<file path="src/rtl/arb_pkg.sv">
// Shared definitions for the four-way round-robin arbiter: FSM state encoding
// and requester count.
package arb_pkg;

    localparam int NUM_REQ = 4;

    typedef enum logic [1:0] {
        IDLE  = 2'd0,
        GRANT = 2'd1,
        GAP   = 2'd2
    } arb_state_t;

    // One-hot mask for a requester index, used to exclude the current owner.
    function automatic logic [NUM_REQ-1:0] idx_mask(input logic [1:0] idx);
        return NUM_REQ'(1) << idx;
    endfunction

endpackage

</file>
<file path="src/rtl/arbiter_rr_4_if.sv">
// Request/grant bundle between the four requesters and the arbiter.
interface arbiter_rr_4_if;
    import arb_pkg::*;

    logic               en;
    logic [NUM_REQ-1:0] req;
    logic [NUM_REQ-1:0] gnt;
    logic               gnt_valid;
    logic [1:0]         gnt_idx;

    modport master (
        output en,
        output req,
        input  gnt,
        input  gnt_valid,
        input  gnt_idx
    );

    modport slave (
        input  en,
        input  req,
        output gnt,
        output gnt_valid,
        output gnt_idx
    );

endinterface

</file>
<file path="src/rtl/decoder_2_4.sv">
// 2-to-4 line decoder with enable; output bit {b,a} is set when en is high.
module decoder_2_4 (
    input  logic       a,
    input  logic       b,
    input  logic       en,
    output logic [3:0] y
);

    always_comb begin
        y = '0;
        if (en) begin
            y[{b, a}] = 1'b1;
        end
    end

endmodule

</file>
<file path="src/rtl/arbiter_rr_4.sv">
// Four-way round-robin arbiter with hold limit and a one-cycle turnaround gap;
// the registered owner index is expanded to a one-hot grant by decoder_2_4.
module arbiter_rr_4
    import arb_pkg::*;
#(
    parameter int MAX_HOLD = 8,
    parameter int HOLD_W   = 4
) (
    input  logic           clk,
    input  logic           rst,
    arbiter_rr_4_if.slave  bus
);

    localparam logic [HOLD_W-1:0] HOLD_LIM = HOLD_W'(MAX_HOLD - 1);
    localparam logic [HOLD_W-1:0] HOLD_SAT = HOLD_W'(MAX_HOLD);

    arb_state_t         state, state_n;
    logic [1:0]         idx, idx_n;
    logic [1:0]         last, last_n;
    logic [HOLD_W-1:0]  cnt, cnt_n;
    logic               others_wait;
    logic               gnt_valid;

    // Rotate-priority search: the lowest offset after 'from' with a request wins.
    // Only meaningful when r is non-zero.
    function automatic logic [1:0] rr_pick(input logic [NUM_REQ-1:0] r,
                                           input logic [1:0]         from);
        logic [1:0] pick;
        logic [1:0] cand;
        pick = from + 2'd1;
        for (int k = NUM_REQ; k >= 1; k--) begin
            cand = from + 2'(k);
            if (r[cand]) begin
                pick = cand;
            end
        end
        return pick;
    endfunction

    always_ff @(posedge clk or posedge rst) begin
        if (rst) begin
            state <= IDLE;
            idx   <= 2'd0;
            last  <= 2'd3;
            cnt   <= '0;
        end else begin
            state <= state_n;
            idx   <= idx_n;
            last  <= last_n;
            cnt   <= cnt_n;
        end
    end

    assign others_wait = |(bus.req & ~idx_mask(idx));

    always_comb begin
        state_n = state;
        idx_n   = idx;
        last_n  = last;
        cnt_n   = cnt;
        unique case (state)
            IDLE: begin
                if (bus.en && (|bus.req)) begin
                    idx_n   = rr_pick(bus.req, last);
                    cnt_n   = '0;
                    state_n = GRANT;
                end
            end
            GRANT: begin
                // Release and preempt both lead to GAP, so their overlap needs no priority.
                if (!bus.req[idx]) begin
                    state_n = GAP;
                end else if ((MAX_HOLD != 0) && (cnt == HOLD_LIM) && others_wait) begin
                    state_n = GAP;
                end
                if (cnt != HOLD_SAT) begin
                    cnt_n = cnt + 1'b1;
                end
            end
            GAP: begin
                state_n = IDLE;
                last_n  = idx;
                cnt_n   = '0;
            end
            default: begin
                state_n = IDLE;
            end
        endcase
    end

    assign gnt_valid     = (state == GRANT);
    assign bus.gnt_valid = gnt_valid;
    assign bus.gnt_idx   = idx;

    decoder_2_4 u_gnt_dec (
        .a  (idx[0]),
        .b  (idx[1]),
        .en (gnt_valid),
        .y  (bus.gnt)
    );

endmodule

</file>
<file path="src/flat_wrapper.sv">
// flat-port wrapper written by rule: the top's interface ports become plain ports
module arbiter_rr_4_flat import arb_pkg::*;
#(
    parameter int MAX_HOLD = 8,
    parameter int HOLD_W   = 4
)
  (clk, rst, bus_en, bus_req, bus_gnt, bus_gnt_valid, bus_gnt_idx);
  arbiter_rr_4_if bus_i ();
  input  logic clk;
  input  logic rst;
  input wire logic [$bits(bus_i.en)-1:0] bus_en;
  input wire logic [$bits(bus_i.req)-1:0] bus_req;
  output wire logic [$bits(bus_i.gnt)-1:0] bus_gnt;
  output wire logic [$bits(bus_i.gnt_valid)-1:0] bus_gnt_valid;
  output wire logic [$bits(bus_i.gnt_idx)-1:0] bus_gnt_idx;
  assign bus_i.en = bus_en;
  assign bus_i.req = bus_req;
  assign bus_gnt = bus_i.gnt;
  assign bus_gnt_valid = bus_i.gnt_valid;
  assign bus_gnt_idx = bus_i.gnt_idx;
  arbiter_rr_4 #(.MAX_HOLD(MAX_HOLD), .HOLD_W(HOLD_W)) u_core (.clk(clk), .rst(rst), .bus(bus_i));
endmodule
</file>
<file path="config.mk">
export PLATFORM = sky130hd
export DESIGN_NAME = arbiter_rr_4_flat
export DESIGN_NICKNAME = d
export VERILOG_FILES = /design/src/rtl/arb_pkg.sv /design/src/rtl/arbiter_rr_4_if.sv /design/src/rtl/decoder_2_4.sv /design/src/rtl/arbiter_rr_4.sv /design/src/flat_wrapper.sv
export SDC_FILE = /design/constraint.sdc
export NUM_CORES = 1
export LEC_CHECK = 0
export BUFFER_PORTS_ARGS = -buffer_cell sky130_fd_sc_hd__buf_2
export CAP_MARGIN = 25
export CELL_PAD_IN_SITES_DETAIL_PLACEMENT = 0
export CELL_PAD_IN_SITES_GLOBAL_PLACEMENT = 2
export CORE_UTILIZATION = 34
export CTS_CLUSTER_DIAMETER = 50
export DETAILED_ROUTE_END_ITERATION = 10
export PLACE_DENSITY = 0.85
export SYNTH_ARGS = -nofsm -noshare
export SYNTH_HDL_FRONTEND = slang
export SYNTH_SLANG_ARGS = --single-unit
</file>
<file path="constraint.sdc">
create_clock -name clk -period 4.75 [get_ports clk]
set_clock_uncertainty 0.2 [all_clocks]
set_input_delay 1.1875 -clock clk [delete_from_list [all_inputs] [get_ports clk]]
set_output_delay 1.1875 -clock clk [all_outputs]
set_load 0.01 [all_outputs]
</file>
==> metrics.txt <==
Max Clk Rate 0.3572 GHz; CP startpoint kind flip-flop; mux cell area share after synthesis 0.1049; setup repair bufs after CTS 0; root buf cell clkbuf_4; IO Port Bufs 13; H-tree lvl count 1; critical path fanouts, max 10; Synth Area in Adders 0.03279; Max VDD drop 0.2344 mV; Post-Synth Simple-Gate Area 0.2098; Post-CTS Resized 0; Worst Max-Slew Pin Slew 402.2 ps; fin. max-slew vios 0; # nets final 105; Overall Global Routing Usage 0.1449; total grt overflow 0; Critical Path Sink Type output port; largest family of logic cells by synthesized area compound AO/OA/AOI/OAI gates; Hold Path Class reg2reg; non-filler instance count after layout 122; Pre-antenna DRT Iters 4; Worst Hold Depth 2; commonest non-fill, non-tap cell in the layout buf_2; Detailed Route WL 1.534 mm; Async S/R FF share, synth 1.000; syn avg cell area 9.086 sq um; Slew HR 0.7316; first-pass GRT wire length 2.704 mm; Pwr Density 541.1 nW/um^2; Worst-Skew Late Latency 260 ps; initial antenna violation count 0; # DRC 0; R2R cell count 6; CTS tree built; IO Pins 14; placed insts 118; most frequent cells in the layout 13 x buf_2, 8 x inv_1, 8 x dfrtp_1; number of global-route vias before repair 575; Final Hold Viols 0; antenna-violating nets left 0; CTS max path bufs 2; Setup CP Type reg2out; Die H 49.38 um; setup violators final 0; crit path DAT 1410 ps; Synth Area in Compound Gates 0.2230; Mapped Area 763.2 sq um; largest net degree at the start of global routing 12; minimum clock period 2800 ps; max_cap viols 0; drt initial violations 6; Post-Synth XOR/XNOR Area 0.01148; Worst R2R End u_core.cnt[0]; ANT cells 0; quantity of hold-fixing buffers added after cts 0; row cnt 16; Seq cells post-synth 10; Post-synth top flop dfrtp_1; Cell variety after synth 38; unrepaired setup endpoints after global routing no; Final GP Congestion 0.7877; Post-Syn Nets 93; Final Cycle Share 0.5894; Worst Path Required 3360 ps; Die ar. 2438 sq um; Initial Utilization 0.3738; Seq/Total Area, Yosys 0.3311; via density per instance 5.352; WHS Endpoint u_core.last[0]; Post-synth EDFFs 0; die width 49.38 um; Cells after Synth 84; via count 653; fraction of layout cells with a size suffix above 1 0.2632; clock slew at reported path FFs 60 ps; setup TNS 0 ps; R2R setup slack 2890 ps; FF-to-FF Start u_core.cnt[0]; HPWL Detailed 1.194 mm; core area 2042 sq um; number of fill cells 224; hold wc startpoint u_core.last[0]; status finished clean; Area Overhead vs Synth 12.13%; Avg WL per Cell 12.57 um; P_leak 0.3867 nW; Synthesis Warnings 0; Num CTS Buffers 3; CTS Sinks 10
[cell families (layout without fill, tap and decap cells)]
group	Yosys count	after routing
multiplexers	6	6
AND/OR/NAND/NOR	26	26
AO/OA/AOI/OAI	24	24
XOR/XNOR	1	1
flip-flops	10	10
adder cells (fa/ha/maj)	2	2
buffers and inverters	15	26
[synthesized netlist by cell type, drive strengths merged (2+ instances only)]
library cell  n  area share
inv           9       0.044
dfrtp         8        0.26
a21oi         6       0.039
buf           5       0.038
nor2          5       0.025
nand2b        4       0.036
nor3          4       0.033
o21ai         4       0.026
mux2          3       0.049
nand2         3       0.015
nand3         3       0.020
a22o          2       0.023
a311oi        2       0.023
and3          2       0.016
dfstp         2       0.069
ha            2       0.033
mux2i         2       0.026
nor2b         2       0.016
o211ai        2       0.020
o21bai        2       0.020
o221ai        2       0.023
[flip-flops by register name (all words and copies together) (netlist names)]
name,cells
u_core.cnt,4
u_core.bus.gnt_idx,2
u_core.last,2
u_core.state,2
[layout make-up]
cell class | instances | area [sq um] | area share
sequential | 10 | 252.7 | 0.2953
clock buffer | 4 | 26.28 | 0.03070
tap | 27 | 33.78 | 0.03947
inverter | 9 | 33.78 | 0.03947
timing repair buffer | 13 | 65.06 | 0.07602
multi-input combinational | 59 | 444.2 | 0.5190
[worst max-delay path by stage]
stage / depth (start not counted) / to / slack (ps) / startpoint
final: 4 / bus_gnt[2] / 1950 / u_core.state[1]
after global routing: 4 / bus_gnt[2] / 1860 / u_core.state[1]
after CTS: 4 / bus_gnt[2] / 1940 / u_core.state[1]
after detailed placement: 5 / u_core.cnt[0] / 2090 / bus_req[0]
after global placement: 5 / u_core.cnt[0] / 2100 / bus_req[0]
after floorplan: 4 / u_core.cnt[0] / 2310 / bus_req[0]
[power by group]
group	leakage, nW	internal [mW]	total, mW	switching [mW]
combinational	0.249	0.112	0.215	0.103
sequential	0.123	0.124	0.189	0.0649
clock	0.0150	0.0323	0.0590	0.0267
[worst max-delay path: stages, from the launching register on]
cell and delay [ps]:
dfrtp_1 480, nand2b_2 290, inv_2 110, and3_1 150, buf_2 120
[through the flow]
stage                     hold slack, ps  cell area [sq um]  setup slack, ps  utilization  total power [mW]
final                              307.5              855.8             1950       0.4191            0.4631
after global routing               343.1              855.8             1863       0.4191            0.5100
after CTS                          311.5              855.8             1942       0.4191            0.4698
after detailed placement           304.1              829.5             2089       0.4063            0.4087
after global placement             299.3              829.5             2104       0.4063            0.4068
after floorplan                    278.1              763.2             2311            -            0.3617
[layer usage]
layer  share of wire  global-route usage  vias to the layer above  routed length [um]
met2            0.46              0.2169                       11                 701
met3           0.040             0.04673                        0                  62
met4               0             0.02857                        0                   0
met1            0.50              0.2035                      316                 770
li1                -                   -                      326                   -
met5               0                   0                        -                   0
Power figures use the tool's default switching activity.
